**config.mk**
```make
export PLATFORM = sky130hd
export DESIGN_NAME = mem_resp_uart_tx
export DESIGN_NICKNAME = d
export VERILOG_FILES = /design/src/rtl/mem_resp_pkg.sv /design/src/rtl/mem_resp_uart_tx_byte.sv /design/src/rtl/mem_resp_uart_tx.sv
export SDC_FILE = /design/constraint.sdc
export NUM_CORES = 1
export LEC_CHECK = 0
export ABC_AREA = 1
export ABC_CLOCK_PERIOD_IN_PS = 3400
export CAP_MARGIN = 20
export CORE_MARGIN = 8
export CORE_UTILIZATION = 50
export CTS_CLUSTER_SIZE = 20
export DETAILED_ROUTE_END_ITERATION = 12
export PLACE_DENSITY = 0.76
export SLEW_MARGIN = 20
export SYNTH_ARGS = -nofsm -noshare
export SYNTH_HDL_FRONTEND = slang
export SYNTH_SLANG_ARGS = --single-unit
export TNS_END_PERCENT = 5
```
**constraint.sdc**
```tcl
create_clock -name clk -period 3.4 [get_ports clk]
set_clock_uncertainty 0.1 [all_clocks]
set_input_delay 0.85 -clock clk [delete_from_list [all_inputs] [get_ports clk]]
set_output_delay 0.85 -clock clk [all_outputs]
set_load 0.1 [all_outputs]
```
**src/rtl/mem_resp_pkg.sv**
```systemverilog
// Shared types, widths and frame-building helpers for the memory-response UART transmitter.
// MEM_RESP_TX_CHECKSUM_EN adds the frame checksum helper.
package mem_resp_pkg;

    localparam int RESP_W           = 42;
    localparam int ADDR_W           = 9;
    localparam int DATA_W           = 32;
    localparam int FRAME_BYTES_BASE = 6;

    localparam logic SRC_IMEM = 1'b0;
    localparam logic SRC_DMEM = 1'b1;

    localparam int RESP_VALID_BIT   = 41;
    localparam int RESP_ADDR_LSB    = 32;
    localparam int HDR_VALID_BIT    = 7;
    localparam int HDR_SRC_BIT      = 6;
    localparam int HDR_ADDR_MSB_BIT = 0;

    typedef enum logic [2:0] {
        IDLE  = 3'd0,
        LOAD  = 3'd1,
        START = 3'd2,
        DATA  = 3'd3,
        STOP  = 3'd4,
        NEXT  = 3'd5
    } tx_state_e;

    function automatic logic [7:0] frame_header(input logic [RESP_W-1:0] resp, input logic src);
        logic [7:0] hdr;
        hdr                   = 8'h00;
        hdr[HDR_VALID_BIT]    = resp[RESP_VALID_BIT];
        hdr[HDR_SRC_BIT]      = src;
        hdr[HDR_ADDR_MSB_BIT] = resp[RESP_ADDR_LSB+ADDR_W-1];
        return hdr;
    endfunction

    // B0..B5, B0 in the most significant byte so the frame shifts out from the top.
    function automatic logic [FRAME_BYTES_BASE*8-1:0] build_frame(input logic [RESP_W-1:0] resp,
                                                                  input logic src);
        return {frame_header(resp, src), resp[RESP_ADDR_LSB+7:RESP_ADDR_LSB], resp[DATA_W-1:0]};
    endfunction

`ifdef MEM_RESP_TX_CHECKSUM_EN
    function automatic logic [7:0] xor_bytes(input logic [FRAME_BYTES_BASE*8-1:0] bytes);
        logic [7:0] acc;
        acc = 8'h00;
        for (int i = 0; i < FRAME_BYTES_BASE; i++) begin
            acc = acc ^ bytes[i*8 +: 8];
        end
        return acc;
    endfunction
`endif

endpackage

```
**src/rtl/mem_resp_uart_tx_byte.sv**
```systemverilog
// Single-byte 8N1 serialiser: start pulse loads a byte, done pulses in the last stop-bit cycle.
module uart_tx_byte
    import mem_resp_pkg::*;
#(
    parameter int CLKS_PER_BIT = 434
) (
    input  logic       clk,
    input  logic       reset_n,
    input  logic       start,
    input  logic [7:0] data,
    output logic       tx,
    output logic       done
);

    localparam int BAUD_W = $clog2(CLKS_PER_BIT);

    tx_state_e         state_r;
    tx_state_e         state_nxt_s;
    logic [BAUD_W-1:0] baud_r;
    logic [BAUD_W-1:0] baud_nxt_s;
    logic [2:0]        bit_r;
    logic [2:0]        bit_nxt_s;
    logic [7:0]        shreg_r;
    logic              tx_r;
    logic              tx_nxt_s;
    logic              baud_last_s;

    assign baud_last_s = (baud_r == BAUD_W'(CLKS_PER_BIT - 1));
    assign tx          = tx_r;

    // Next state, bit index, baud count and line level.
    always_comb begin
        state_nxt_s = state_r;
        done        = 1'b0;
        case (state_r)
            IDLE:    if (start) state_nxt_s = START; else state_nxt_s = IDLE;
            START:   if (baud_last_s) state_nxt_s = DATA; else state_nxt_s = START;
            DATA:    if (baud_last_s && (bit_r == 3'd7)) state_nxt_s = STOP; else state_nxt_s = DATA;
            STOP: begin
                if (baud_last_s) begin
                    state_nxt_s = IDLE;
                    done        = 1'b1;
                end else begin
                    state_nxt_s = STOP;
                end
            end
            default: state_nxt_s = IDLE;
        endcase

        if (state_nxt_s != DATA)  bit_nxt_s = 3'd0;
        else if (state_r != DATA) bit_nxt_s = 3'd0;
        else if (baud_last_s)     bit_nxt_s = bit_r + 3'd1;
        else                      bit_nxt_s = bit_r;

        // The counter restarts on every state entry and wraps once per bit period.
        if ((state_nxt_s != state_r) || (state_r == IDLE) || baud_last_s) baud_nxt_s = '0;
        else                                                              baud_nxt_s = baud_r + BAUD_W'(1);

        case (state_nxt_s)
            START:   tx_nxt_s = 1'b0;
            DATA:    tx_nxt_s = shreg_r[bit_nxt_s];
            default: tx_nxt_s = 1'b1;
        endcase
    end

    // Serialiser registers; line is forced idle-high by reset.
    always_ff @(posedge clk or negedge reset_n) begin
        if (!reset_n) begin
            state_r <= IDLE;
            baud_r  <= '0;
            bit_r   <= 3'd0;
            shreg_r <= 8'h00;
            tx_r    <= 1'b1;
        end else begin
            state_r <= state_nxt_s;
            baud_r  <= baud_nxt_s;
            bit_r   <= bit_nxt_s;
            tx_r    <= tx_nxt_s;
            if ((state_r == IDLE) && start) shreg_r <= data;
            else                            shreg_r <= shreg_r;
        end
    end

endmodule

```
**src/rtl/mem_resp_uart_tx.sv**
```systemverilog
// Memory-response UART transmitter top: two pending slots, imem-first arbiter, frame sequencing.
// Optional MEM_RESP_TX_CHECKSUM_EN appends an XOR checksum byte to each frame.
module mem_resp_uart_tx
    import mem_resp_pkg::*;
#(
    parameter int CLKS_PER_BIT = 434,
    parameter int FRAME_BYTES  = 6
) (
    input  logic              clk,
    input  logic              reset_n,
    input  logic              imem_resp_ready,
    input  logic [RESP_W-1:0] imem_resp_data,
    input  logic              dmem_resp_ready,
    input  logic [RESP_W-1:0] dmem_resp_data,
    output logic              uart_tx,
    output logic              tx_busy,
    output logic              resp_overflow,
    input  logic              clr_overflow
);

`ifdef MEM_RESP_TX_CHECKSUM_EN
    localparam int FRAME_LEN = FRAME_BYTES + 1;
`else
    localparam int FRAME_LEN = FRAME_BYTES;
`endif
    localparam int FRAME_W = FRAME_LEN * 8;
    localparam int IDX_W   = $clog2(FRAME_LEN + 1);

    tx_state_e         state_r;
    tx_state_e         state_nxt_s;
    logic [RESP_W-1:0] imem_slot_r;
    logic [RESP_W-1:0] dmem_slot_r;
    logic              imem_full_r;
    logic              dmem_full_r;
    logic              imem_full_nxt_s;
    logic              dmem_full_nxt_s;
    logic              imem_drain_s;
    logic              dmem_drain_s;
    logic              imem_take_s;
    logic              dmem_take_s;
    logic              ovf_set_s;
    logic [FRAME_W-1:0] frame_r;
    logic [FRAME_W-1:0] frame_fill_s;
    logic [IDX_W-1:0]  idx_r;
    logic              byte_start_s;
    logic              byte_done_s;
    logic              tx_busy_r;
    logic              resp_overflow_r;

    assign tx_busy       = tx_busy_r;
    assign resp_overflow = resp_overflow_r;

    // Slot occupancy: a strobe on the drain edge refills rather than overflows.
    always_comb begin
        imem_drain_s = (state_r == IDLE) & imem_full_r;
        dmem_drain_s = (state_r == IDLE) & ~imem_full_r & dmem_full_r;
        imem_take_s  = imem_resp_ready & (~imem_full_r | imem_drain_s);
        dmem_take_s  = dmem_resp_ready & (~dmem_full_r | dmem_drain_s);
        ovf_set_s    = (imem_resp_ready & imem_full_r & ~imem_drain_s) |
                       (dmem_resp_ready & dmem_full_r & ~dmem_drain_s);

        if (imem_resp_ready)   imem_full_nxt_s = 1'b1;
        else if (imem_drain_s) imem_full_nxt_s = 1'b0;
        else                   imem_full_nxt_s = imem_full_r;

        if (dmem_resp_ready)   dmem_full_nxt_s = 1'b1;
        else if (dmem_drain_s) dmem_full_nxt_s = 1'b0;
        else                   dmem_full_nxt_s = dmem_full_r;

`ifdef MEM_RESP_TX_CHECKSUM_EN
        if (imem_drain_s) frame_fill_s = {build_frame(imem_slot_r, SRC_IMEM), 8'h00};
        else              frame_fill_s = {build_frame(dmem_slot_r, SRC_DMEM), 8'h00};
`else
        if (imem_drain_s) frame_fill_s = build_frame(imem_slot_r, SRC_IMEM);
        else              frame_fill_s = build_frame(dmem_slot_r, SRC_DMEM);
`endif
    end

    // Frame sequencing; START here spans the whole byte the serialiser is sending.
    always_comb begin
        state_nxt_s  = state_r;
        byte_start_s = 1'b0;
        case (state_r)
            IDLE:  if (imem_full_r | dmem_full_r) state_nxt_s = LOAD; else state_nxt_s = IDLE;
            LOAD: begin
                state_nxt_s  = START;
                byte_start_s = 1'b1;
            end
            START: if (byte_done_s) state_nxt_s = NEXT; else state_nxt_s = START;
            NEXT: begin
                if (idx_r == IDX_W'(FRAME_LEN - 1)) begin
                    state_nxt_s = IDLE;
                end else begin
                    state_nxt_s  = START;
                    byte_start_s = 1'b1;
                end
            end
            default: state_nxt_s = IDLE;
        endcase
    end

    // Pending slots, overflow flag and registered busy.
    always_ff @(posedge clk or negedge reset_n) begin
        if (!reset_n) begin
            imem_slot_r     <= '0;
            dmem_slot_r     <= '0;
            imem_full_r     <= 1'b0;
            dmem_full_r     <= 1'b0;
            resp_overflow_r <= 1'b0;
            tx_busy_r       <= 1'b0;
        end else begin
            if (imem_take_s) imem_slot_r <= imem_resp_data;
            else             imem_slot_r <= imem_slot_r;
            if (dmem_take_s) dmem_slot_r <= dmem_resp_data;
            else             dmem_slot_r <= dmem_slot_r;
            imem_full_r <= imem_full_nxt_s;
            dmem_full_r <= dmem_full_nxt_s;
            if (ovf_set_s)         resp_overflow_r <= 1'b1;
            else if (clr_overflow) resp_overflow_r <= 1'b0;
            else                   resp_overflow_r <= resp_overflow_r;
            tx_busy_r <= (state_nxt_s != IDLE) | imem_full_nxt_s | dmem_full_nxt_s;
        end
    end

    // FSM state, byte index and frame shift register (B0 always sits in the top byte).
    always_ff @(posedge clk or negedge reset_n) begin
        if (!reset_n) begin
            state_r <= IDLE;
            idx_r   <= '0;
            frame_r <= '0;
        end else begin
            state_r <= state_nxt_s;
            if (state_r == IDLE)                              idx_r <= '0;
            else if ((state_r == NEXT) && (state_nxt_s == START)) idx_r <= idx_r + IDX_W'(1);
            else                                              idx_r <= idx_r;

            if (imem_drain_s | dmem_drain_s) frame_r <= frame_fill_s;
`ifdef MEM_RESP_TX_CHECKSUM_EN
            else if (state_r == LOAD)        frame_r[7:0] <= xor_bytes(frame_r[FRAME_W-1:8]);
`endif
            else if (byte_done_s)            frame_r <= frame_r << 8;
            else                             frame_r <= frame_r;
        end
    end

    uart_tx_byte #(
        .CLKS_PER_BIT (CLKS_PER_BIT)
    ) u_tx_byte (
        .clk     (clk),
        .reset_n (reset_n),
        .start   (byte_start_s),
        .data    (frame_r[FRAME_W-1 -: 8]),
        .tx      (uart_tx),
        .done    (byte_done_s)
    );

endmodule

```
# After elaboration in Yosys (flattened, before gate mapping)
# Cells that the tools add are included.
totals:
  regBits: 166
  out_inout_bits: 3
  wordCells: 95
op_classes:
  n_addsub: 3
  magnitude_cmp: 1
  eq_ne: 15
  n_mux: 31
  bitwise: 20
  n_reduce_logical: 11
ops:
  columns: ["operator", "n"]
  rows:
  - ["$mux W48", 3]
  - ["$mux W3", 8]
  - ["$pmux W3 S4", 2]
  - ["$eq A3 B2 Y1 const B", 6]
  - ["$eq A3 B3 Y1 const B", 4]
  - ["$mux W1", 12]
  - ["$add A9 B1 Y9 const B", 1]
  - ["$and A1 B1 Y1", 9]
  - ["$eq A9 B9 Y1 const B", 1]
  - ["$mux W9", 1]
  - ["$or A1 B1 Y1", 7]
  - ["$add A3 B1 Y3 const B", 2]
  - ["$logic_not A3 Y1", 2]
  - ["$ne A3 B2 Y1 const B", 2]
  - ["$reduce_bool A2 Y1", 3]
  - ["$lt A3 B4 Y1 const B", 1]
  - ["$mux W2", 2]
  - ["$not A1 Y1", 4]
  - ["$pmux W1 S2", 2]
  - ["$bmux W1 S3", 1]
  - ["$eq A3 B1 Y1 const B", 1]
  - ["$logic_and A1 B1 Y1", 3]
  - ["$ne A3 B3 Y1", 1]
  - ["$reduce_bool A3 Y1", 1]
  - ["$logic_or A1 B1 Y1", 2]

# Logic depth before layout (Yosys ltp)
# Gate-level depths: netlist (run 1).
depth:
  depth_word: 10
  ltp_mapped: 15
  mapped_depth_nobuf: 14

# By module
# Synthesis (run 1) repeated with hierarchy kept, for this count alone.
unflattened:
  cells_unflattened: 961
  area_unflattened_um2: 7825.0
by_module_without_submodules:
  columns: ["module", "instances", "cells_each", "area_each_um2", "seq_area_each_um2"]
  rows:
  - ["mem_resp_uart_tx", 1, 803, 6516.2, 3553.4]
  - ["uart_tx_byte", 1, 158, 1308.8, 601.8]

# Least setup slack after synthesis (run 1)
# Ideal clock, no wire load.
synth_timing:
  kind: "register to output"
  startpoint: "register resp_overflow_r, in the netlist resp_overflow"
  endpoint: "output resp_overflow"
  t_arrival_ns: 0.897
  t_required_ns: 2.450
  path_slack_ns: 1.553
  path_stages_with_launch: 1
  path_cell_list: "dfrtp_1"
synth_lines:
  columns: ["element", "line", "text"]
  rows:
  - ["start, declared", "mem_resp_uart_tx.sv:48", "logic resp_overflow_r;"]
  - ["start signal, assigned", "mem_resp_uart_tx.sv:120", "else resp_overflow_r <= resp_overflow_r;"]
  - ["end, declared", "mem_resp_uart_tx.sv:17", "output logic resp_overflow,"]
# No word-level cell between the ends.

# Final worst setup path (run 1)
layout_timing:
  startpoint: "register u_tx_byte.baud_r[1]"
  endpoint: "register frame_r[22]"
layout_via:
  elab_chain_cells: 4
layout_lines:
  columns: ["element", "line", "text"]
  rows:
  - ["start, declared", "mem_resp_uart_tx_byte.sv:19", "logic [BAUD_W-1:0] baud_r;"]
  - ["start signal, assigned", "mem_resp_uart_tx_byte.sv:76", "baud_r <= baud_nxt_s;"]
  - ["$eq A9 B9 Y1", "mem_resp_uart_tx_byte.sv:28", "assign baud_last_s = (baud_r == BAUD_W'(CLKS_PER_BIT - 1));"]
  - ["$mux W1", "mem_resp_uart_tx_byte.sv:40", "if (baud_last_s) begin"]
  - ["$mux W1", "mem_resp_uart_tx_byte.sv:35", "case (state_r)"]
  - ["$reduce_bool A2 Y1 (no line)", null, null]
  - ["end signal, assigned", "mem_resp_uart_tx.sv:137", "if (imem_drain_s | dmem_drain_s) frame_r <= frame_fill_s;"]
  - ["end signal, assigned", "mem_resp_uart_tx.sv:141", "else if (byte_done_s) frame_r <= frame_r << 8;"]
  - ["end signal, assigned", "mem_resp_uart_tx.sv:142", "else frame_r <= frame_r;"]
  - ["end, declared", "mem_resp_uart_tx.sv:42", "logic [FRAME_W-1:0] frame_r;"]
# No other way between the ends.
# A chain may end at the register's enable or synchronous reset.

==> metrics.csv, run 1 <==
stage;metric;value;unit
cts;cts-resized-gates;0;
placement;placed_area;8420;µm²
worst_setup_path;crit_top_cell;nand2_1;
synth;synth_nets;806;
route;vias;5378;
power_and_ir_drop;p_leak;4.20;nW
global_routing;grt_first_pass_wirelength;27.7;mm
worst_setup_path;cp-end-kind;register;
cts;clkLatencyLatePin;0.42;ns
timing;hold_ws;0.224;ns
global_routing;antenna_found_initial;0;
timing;report.final.slew_viol_count;0;
power_and_ir_drop;p_total;4.26;mW
synth;synthFlopType;dfrtp_1;
floorplan;core_region_area;14500;µm²
synth;synthCells;711;
route;drt_wl_total;16.4;mm
global_routing;overflow;0;
placement;dp_slack;0.707;ns
timing;hold_viol;0;
global_routing;grt_use_total;0.186;
floorplan;dieArea;18900;µm²
timing;fmax;0.416;GHz
synth;async_flop_share;1.00;
cts;htree_levels;4;
timing;layout_setup_ws;0.996;ns
route;wl_per_cell;16.5;µm
run_status;outcome;finished clean;
cells_and_area;multiInputGateArea;2830;µm²
min_path;min_path_type;primary input to async pin;
cells_and_area;drive_above_1_share;0.187;
worst_setup_path;slowest_stage;nor2_2;
cells_and_area;final_util;0.622;
job;drv_cap;0;
route;remaining_drc_errors;0;
cts;cts_hold_buf;0;
placement;hpwl;11.6;mm
floorplan;io_pins;92;
synth;synth_edf_count;0;
cts;tritoncts;yes;
global_routing;grt_max_degree;91;
cells_and_area;layout_commonest_cell;dfrtp_1;
timing;tightest_slew;0.835;ns
synth;yosys_warnings;0;
placement;io_buffers;91;
power_and_ir_drop;vdd_drop_max;0.000336;V
cts;cts.sinks;166;
synth;yosysUniqueCellTypes;35;
cts;clk_pin_slew;0.06;ns
cells_and_area;fin_nets;891;
cells_and_area;layout_common_cells;165 x dfrtp_1, 87 x clkdlybuf4s50_1, 82 x o21ai_0;
cells_and_area;syn2layout_area_growth;22.1;%
cts;post_cts_buffers;0;
worst_setup_path;critPathMaxFanout;32;
synth;avgSynthCellArea;10.4;µm²
power_and_ir_drop;power.density;473;nW/µm²
timing;finalCritPeriodShare;0.707;
cts;clk_path_buf_depth;2;
timing;max-slew-margin-rel;0.441;
timing;period_minus_slack;2.40;ns
floorplan;start_util;0.510;
cells_and_area;register_area;4160;µm²
worst_setup_path;critical_path.cell_chain;inv_1, ha_1, nand2_1, inv_1, nand2_1, nor2_2, nand2_1, nand2_1, buf_12, nor2_1, a21oi_1;
cells_and_area;diodes;0;
route;ant_nets;0;
worst_setup_path;crit_arrival;2.64;ns
floorplan;rows;44;
cells_and_area;fin_area;9010;µm²
global_routing;grt_pass1_vias;5853;
cts;cts_buffers;17;
cts;clockRootBuffer;clkbuf_16;
floorplan;fp.dieW;137;µm
floorplan;die_h;137;µm
route;drtIter0Drc;455;
synth;synth-seq-cells;166;
timing;rsz0062_at_grt;false;
worst_setup_path;criticalPathCategory;register to register;
cells_and_area;stdcell_count;993;
worst_setup_path;critPathLaunchType;register;
placement;gp_congestion;0.815;
timing;final.setup.tns;0;ns
placement;place_inst;961;
worst_setup_path;cp.required;3.64;ns
worst_setup_path;slowest_delay;0.42;ns
route;viasPerCell;5.42;
cells_and_area;fillers;1152;
synth;synth-seq-area-share;0.563;
synth;syn-cell-area;7380;µm²
route;firstDrtPassIters;6;
timing;setup_viol;0;
critical path, delay by kind of cell, from the launching register on:
family	cells	cell delay, ns
simple gates	6	1.18
flops	1	0.39
buf+inv	3	0.34
fa+ha+maj	1	0.15
compound gates	1	0.14
layout make-up:
class	instances	area share
well taps	184	0.0255
inverters	51	0.0212
clock inverters	10	0.0107
clock buffers	22	0.0548
multi-input cells	457	0.313
repair buffers	103	0.113
flip-flops and latches	166	0.461
logic make-up (layout without fill, tap and decap cells):
group | count (synthesis) | in the layout | synth area share
flops | 166 | 166 | 0.563
mux | 75 | 75 | 0.114
simple gates | 186 | 186 | 0.113
fa+ha+maj | 6 | 6 | 0.0102
xor+xnor | 3 | 3 | 0.00356
compound gates | 187 | 187 | 0.141
buf+inv | 88 | 186 | 0.0548
registers in the layout (all words and copies together) (netlist names):
signal / count
frame_r: 48
dmem_slot_r: 42
imem_slot_r: 42
u_tx_byte.baud_r: 9
u_tx_byte.shreg_r: 8
idx_r: 3
state_r: 3
u_tx_byte.bit_r: 3
u_tx_byte.state_r: 3
dmem_full_r: 1
imem_full_r: 1
resp_overflow: 1
tx_busy: 1
u_tx_byte.tx: 1
cells in the mapped netlist, types with 2 or more instances:
cell type	instances	area share
clkbuf_1	12	0.0061
buf_4	2	0.0020
mux2_2	75	0.11
nand2_2	5	0.0042
inv_1	45	0.023
inv_2	6	0.0031
nand2_1	65	0.033
nor2_1	70	0.036
a31oi_1	5	0.0042
nor3_1	4	0.0027
nor2_2	3	0.0025
o21ai_1	17	0.012
buf_6	6	0.0092
nand3_1	30	0.020
o21a_1	30	0.031
buf_2	16	0.011
dfrtp_1	165	0.56
nor2_4	2	0.0031
xor2_1	2	0.0024
nand2_4	2	0.0031
ha_1	6	0.010
a21oi_1	49	0.033
o21ai_0	82	0.056
final timing paths:
| check | slack (ns) | cells past startpoint | to | from |
|---|---|---|---|---|
| max | 1.0 | 11 | frame_r[22]$_DFFE_PN0P_ | u_tx_byte.baud_r[1]$_DFF_PN0_ |
| min | 0.22 | 1 | idx_r[0]$_DFFE_PN0P_ | reset_n |
| min reg2reg | 0.39 | 2 | u_tx_byte.shreg_r[3]$_DFFE_PN0P_ | frame_r[43]$_DFFE_PN0P_ |
| max in group asynchronous | 2.14 | 2 | dmem_slot_r[13]$_DFFE_PN0P_ | reset_n |
| min in group clk | 0.39 | 2 | u_tx_byte.shreg_r[3]$_DFFE_PN0P_ | frame_r[43]$_DFFE_PN0P_ |
| max reg2reg | 1.0 | 11 | frame_r[22]$_DFFE_PN0P_ | u_tx_byte.baud_r[1]$_DFF_PN0_ |
power by group:
part / switching [mW] / leakage, nW / internal, mW
Sequential: 0.0524 / 2.13 / 2.08
Clock: 0.771 / 0.280 / 1.11
Combinational: 0.0904 / 1.79 / 0.161
Total: 0.914 / 4.20 / 3.34
metal layers:
metal  vias to the layer above  GRT usage  wire, µm
li1                       2572          -         -
met1                      2666      0.225      7000
met2                       121      0.315      8450
met3                        19     0.0525       741
met4                         0     0.0579       210
met5                         -          0         0
Note: power is estimated with default switching activity, not from simulation.
==> run 2, diff against run 1 <==
ABC_CLOCK_PERIOD_IN_PS = 1900   (was 3400)
PLACE_DENSITY = 0.79   (was 0.76)
clock period = 1.9 ns   (was 3.4 ns; I/O delays follow)
==> metrics.csv, run 2 (same netlist as run 1, synthesis figures left out) <==
stage;metric;value;unit;change
run_status;outcome;complete, but fails checks;;
run_status;failed_checks;setup timing;;
timing;period_minus_slack;1.91;ns;-0.494 ns
worst_setup_path;critical_path.cell_chain;inv_1, ha_2, nand2_2, inv_2, nand2_2, nor2_4, buf_6, nor2_2, nor2_4, nand2_4, nand2_2, nand3_2, nand3b_1, nand3_1, nand2_1;;
floorplan;fp.dieW;137;µm;unchanged
cells_and_area;syn2layout_area_growth;27.9;%;
timing;max-slew-margin-rel;0.763;;+0.322
cells_and_area;diodes;0;;unchanged
floorplan;core_region_area;14500;µm²;unchanged
power_and_ir_drop;power.density;851;nW/µm²;+80%
worst_setup_path;critPathLaunchType;register;;
worst_setup_path;cp-end-kind;register;;
floorplan;rows;44;;unchanged
timing;rsz0062_at_grt;true;;
cells_and_area;multiInputGateArea;2880;µm²;+2.0%
min_path;min_path_type;primary input to async pin;;
worst_setup_path;path_delay_family;simple AND/OR/NAND/NOR gates;;
worst_setup_path;crit_top_cell;nand2_2;;
global_routing;overflow;0;;unchanged
cells_and_area;drive_above_1_share;0.224;;+0.0374
worst_setup_path;cp.buffers_inverters;3;;unchanged
cts;clkLatencyLatePin;0.43;ns;about the same
power_and_ir_drop;p_total;8.03;mW;+88%
route;drtIter0Drc;430;;-5.5%
cts;htree_levels;4;;unchanged
worst_setup_path;r2r-end;u_tx_byte.tx$_DFF_PN1_;;
worst_setup_path;reg2reg_slack;-0.01;ns;-1.01 ns
power_and_ir_drop;vdd_drop_max;0.000739;V;+120%
cells_and_area;layout_common_cells;164 x dfrtp_1, 87 x clkdlybuf4s50_1, 80 x o21ai_0;;
cells_and_area;regMostFlops;frame_r;;
cells_and_area;fin_nets;912;;+2.4%
cells_and_area;reg_top3;frame_r x48, dmem_slot_r x42, imem_slot_r x42;;
placement;io_buffers;91;;unchanged
route;viasPerCell;5.43;;+0.30%
worst_setup_path;slowest_stage;dfrtp_1;;
route;wl_per_cell;16.4;µm;-0.98%
cells_and_area;largest_register_ffs;48;;unchanged
timing;setup_viol;1;;+1
timing;hold_viol;0;;unchanged
timing;layout_setup_ws;-0.0100;ns;-1.01 ns
floorplan;dieArea;18900;µm²;unchanged
cts;clk_path_buf_depth;2;;unchanged
global_routing;grt_use_total;0.187;;+0.00118
cells_and_area;fillers;1111;;-3.6%
route;firstDrtPassIters;5;;-1
global_routing;grt_max_degree;46;;-49%
power_and_ir_drop;p_leak;4.40;nW;+4.9%
worst_setup_path;criticalPathCategory;register to register;;
floorplan;io_pins;92;;unchanged
worst_setup_path;slowest_delay;0.37;ns;-0.05 ns
placement;dp_slack;-0.0296;ns;-0.737 ns
cts;post_cts_buffers;0;;unchanged
cts;cts.sinks;166;;unchanged
cts;clockRootBuffer;clkbuf_16;;
cts;tritoncts;yes;;
placement;hpwl;11.3;mm;-2.8%
route;remaining_drc_errors;0;;unchanged
route;ant_nets;0;;unchanged
cts;cts_buffers;17;;unchanged
worst_setup_path;reg2reg_depth;15;;+4
cts;clk_pin_slew;0.07;ns;about the same
global_routing;antenna_found_initial;0;;unchanged
floorplan;die_h;137;µm;unchanged
worst_setup_path;crit_arrival;2.18;ns;-0.46 ns
timing;fmax;0.524;GHz;+26%
placement;gp_congestion;0.813;;-0.22%
cells_and_area;register_area;4160;µm²;about the same
worst_setup_path;cp.required;2.17;ns;-1.47 ns
route;drt_wl_total;16.6;mm;+1.1%
cells_and_area;layout_commonest_cell;dfrtp_1;;
timing;tightest_slew;0.355;ns;-0.480 ns
timing;finalCritPeriodShare;1.01;;+0.298
global_routing;grt_pass1_vias;5745;;-1.8%
timing;report.final.slew_viol_count;0;;unchanged
route;vias;5508;;+2.4%
global_routing;grt_first_pass_wirelength;27.8;mm;+0.27%
floorplan;start_util;0.510;;unchanged
worst_setup_path;reg2reg_from;u_tx_byte.baud_r[1]$_DFF_PN0_;;
worst_setup_path;critPathMaxFanout;6;;-81%
job;drv_cap;0;;unchanged
timing;final.setup.tns;-0.0100;ns;-0.0100 ns
run 2: power breakdown:
part | switching (mW) | internal (mW) | leakage, nW
registers | 0.0923 | 3.72 | 2.13
logic | 0.163 | 0.301 | 1.96
clock network | 1.48 | 2.27 | 0.311
total | 1.74 | 6.29 | 4.40
run 2: layer usage:
| metal | share of wire | track usage | vias up |
|---|---|---|---|
| li1 | - | - | 2625 |
| met3 | 0.045 | 0.0434 | 32 |
| met1 | 0.43 | 0.237 | 2692 |
| met4 | 0.019 | 0.0652 | 0 |
| met2 | 0.50 | 0.309 | 159 |
| met5 | 0 | 0 | - |
run 2: worst max-delay path by stage:
stage	startpoint	endpoint	slack, ns	depth (start not counted)
finish	u_tx_byte.baud_r[1]$_DFF_PN0_	u_tx_byte.tx$_DFF_PN1_	-0.01	15
global route	u_tx_byte.baud_r[1]$_DFF_PN0_	u_tx_byte.tx$_DFF_PN1_	-0.15	15
CTS	u_tx_byte.baud_r[0]$_DFF_PN0_	tx_busy$_DFF_PN0_	0.02	12
detailed placement	u_tx_byte.baud_r[1]$_DFF_PN0_	u_tx_byte.baud_r[0]$_DFF_PN0_	-0.03	10
global placement	u_tx_byte.baud_r[1]$_DFF_PN0_	frame_r[24]$_DFFE_PN0P_	0.02	10
floorplan	u_tx_byte.baud_r[0]$_DFF_PN0_	u_tx_byte.baud_r[0]$_DFF_PN0_	0.17	10
run 2: through the flow:
stage	area (µm²)	hold WS, ns	util	std cells
6_report	9440	0.375	0.652	1014
2_1_floorplan	7380	0.0794	-	711
5_1_grt	9440	0.395	0.652	1014
3_5_place_dp	8710	0.255	0.602	981
3_3_place_gp	8710	0.254	0.602	981
4_1_cts	9380	0.371	0.648	1014
run 2: repair_timing:
action,CTS,global route
setup endpoints to repair,16,48
endpoints found under the hold margin,18,0
pin swaps,0,11
hold buffers,1,0
resized for setup,2,21
run 2: layout make-up:
class / count / share of cell area
multi-input combinational: 457 / 0.305
clock inverter: 14 / 0.0220
sequential: 166 / 0.440
tap: 184 / 0.0244
clock buffer: 18 / 0.0465
inverter: 51 / 0.0203
timing repair buffer: 124 / 0.141
==> run 3, diff against run 2 <==
CORE_MARGIN = not set   (was 8)
DONT_BUFFER_PORTS = 1   (was not set)
PLACE_DENSITY = 0.71   (was 0.79)
==> metrics.csv, run 3 (same netlist as run 1, synthesis figures left out) <==
stage;metric;value;unit;change
min_path;min_path_type;primary input to async pin;;
worst_setup_path;cp-end-kind;register;;
route;remaining_drc_errors;0;;unchanged
placement;io_buffers;0;;-100%
cells_and_area;largest_register_ffs;48;;unchanged
timing;report.final.slew_viol_count;0;;unchanged
worst_setup_path;critPathLaunchType;register;;
placement;placed_area;7660;µm²;-12%
timing;rsz0062_at_grt;true;;
cts;cts.sinks;166;;unchanged
floorplan;die_h;123;µm;-10%
global_routing;grt_use_total;0.225;;+0.0377
timing;period_minus_slack;1.94;ns;+0.0252 ns
cts;clk_path_buf_depth;2;;unchanged
global_routing;antenna_found_initial;1;;+1
worst_setup_path;reg2reg_from;u_tx_byte.bit_r[0]$_DFF_PN0_;;
worst_setup_path;crit_start;u_tx_byte.bit_r[0]$_DFF_PN0_;;
cts;clkLatencyLatePin;0.43;ns;about the same
cts;cts_buffers;17;;unchanged
cts;clockRootBuffer;clkbuf_16;;
route;firstDrtPassIters;5;;unchanged
worst_setup_path;cp.required;2.11;ns;-0.06 ns
placement;gp_congestion;0.811;;-0.34%
power_and_ir_drop;p_leak;3.98;nW;-9.5%
timing;fmax;0.517;GHz;-1.3%
cells_and_area;regMostFlops;frame_r;;
run_status;failed_checks;hold timing, setup timing;;
run_status;outcome;complete, but fails checks;;
route;drt_wl_total;16.3;mm;-2.0%
global_routing;grt_first_pass_wirelength;25.7;mm;-7.4%
worst_setup_path;critPathMaxFanout;5;;-1
route;vias;5146;;-6.6%
route;ant_nets;0;;unchanged
worst_setup_path;criticalPathCategory;register to register;;
timing;hold_viol;165;;+165
floorplan;fp.dieW;123;µm;-10%
timing;setup_viol;8;;+7
floorplan;dieArea;15200;µm²;-19%
cells_and_area;fillers;1151;;+3.6%
power_and_ir_drop;vdd_drop_max;0.000777;V;+5.1%
floorplan;core_region_area;14500;µm²;unchanged
timing;hold_ws;-0.355;ns;-0.730 ns
cells_and_area;layout_commonest_cell;dfrtp_1;;
route;viasPerCell;5.58;;+2.8%
floorplan;start_util;0.510;;unchanged
global_routing;grt_max_degree;167;;+260%
worst_setup_path;crit_arrival;2.14;ns;-0.04 ns
power_and_ir_drop;power.density;875;nW/µm²;+2.9%
global_routing;grt_pass1_vias;5277;;-8.1%
cells_and_area;fin_area;8500;µm²;-9.9%
timing;final.setup.tns;-0.154;ns;-0.144 ns
timing;finalCritPeriodShare;1.02;;+0.0133
timing;layout_setup_ws;-0.0353;ns;-0.0252 ns
route;wl_per_cell;17.6;µm;+7.8%
timing;tightest_slew;0.502;ns;+0.146 ns
cells_and_area;reg_top3;frame_r x48, dmem_slot_r x42, imem_slot_r x42;;
cts;htree_levels;4;;unchanged
cells_and_area;drive_above_1_share;0.258;;+0.0337
cts;tritoncts;yes;;
cells_and_area;syn2layout_area_growth;15.2;%;
cells_and_area;fin_nets;819;;-10%
route;drtIter0Drc;275;;-36%
global_routing;overflow;0;;unchanged
cts;clk_pin_slew;0.06;ns;about the same
floorplan;io_pins;92;;unchanged
timing;max-slew-margin-rel;0.663;;-0.100
placement;hpwl;10.5;mm;-6.4%
cells_and_area;layout_common_cells;165 x dfrtp_1, 77 x o21ai_0, 75 x mux2_2;;
floorplan;rows;44;;unchanged
job;drv_cap;0;;unchanged
run 3: changes by cell type in the layout (fill, tap and decap cells not counted), moves of 3 or more:
| cell | change |
|---|---|
| inv_6 | -5 |
| nor2_1 | -9 |
| nor2_4 | +6 |
| buf_12 | -8 |
| o21ai_1 | +3 |
| nand3_1 | -3 |
| clkbuf_1 | +4 |
| clkdlybuf4s50_1 | -87 |
| nor2_2 | +3 |
| nand2_2 | -3 |
| o21ai_0 | -3 |
run 3: worst paths after layout:
check,end,depth (start not counted),slack [ns]
hold reg to reg,idx_r[2]$_DFFE_PN0P_,1,0.39
min in group clk,dmem_full_r$_DFF_PN0_,2,0.06
setup / recovery,u_tx_byte.baud_r[2]$_DFF_PN0_,8,-0.04
hold / removal,dmem_slot_r[31]$_DFFE_PN0P_,0,-0.35
setup reg to reg,u_tx_byte.baud_r[2]$_DFF_PN0_,8,-0.04
max in group asynchronous,u_tx_byte.tx$_DFF_PN1_,0,1.68
run 3: area by class of cell:
class / instances / area, µm² / share of cell area
clock inverter: 9 / 119 / 0.0140
sequential: 166 / 4160 / 0.489
tap: 184 / 230 / 0.0271
multi-input combinational: 457 / 3020 / 0.356
antenna: 1 / 2.50 / 0.000294
inverter: 51 / 191 / 0.0225
timing repair buffer: 31 / 314 / 0.0369
clock buffer: 23 / 468 / 0.0550
run 3: what timing repair did:
action | 4_1_cts | 5_1_grt
gates cloned | 0 | 1
resized for setup | 2 | 54
pin swaps | 2 | 13
setup buffers | 0 | 4
setup endpoints to repair | 33 | 46
hold endpoints to repair | 166 | 166
run 3: stage by stage:
step | hold WS (ns) | total power [mW] | setup WS (ns) | utilization | cells
3_3_place_gp | 0.0875 | 4.04 | 0.00654 | 0.529 | 884
2_1_floorplan | 0.0794 | 4.01 | 0.170 | - | 711
4_1_cts | -0.376 | 7.50 | -0.0388 | 0.570 | 916
6_report | -0.355 | 7.44 | -0.0353 | 0.587 | 922
3_5_place_dp | 0.0866 | 4.06 | -0.0376 | 0.529 | 884
5_1_grt | -0.379 | 7.67 | -0.137 | 0.587 | 921
run 3: critical path: stages, from the launching register on:
cell and delay [ns]:
dfrtp_1 0.41, ha_1 0.18, ha_1 0.24, nand3_2 0.11, nand2_4 0.14, nand2_1 0.13
o2111ai_4 0.25, buf_6 0.20, nor2_2 0.05
run 3: power by group:
part | internal (mW) | switching, mW | total, mW
registers | 3.72 | 0.0892 | 3.81
logic | 0.126 | 0.0642 | 0.191
clock network | 2.02 | 1.42 | 3.44
total | 5.87 | 1.57 | 7.44
run 3: metal layers:
layer / global-route usage / vias up / part of all wire
met1: 0.280 / 2569 / 0.42
li1: - / 2428 / -
met3: 0.0669 / 26 / 0.053
met4: 0.0806 / 0 / 0.017
met5: 0 / - / 0
met2: 0.372 / 123 / 0.51
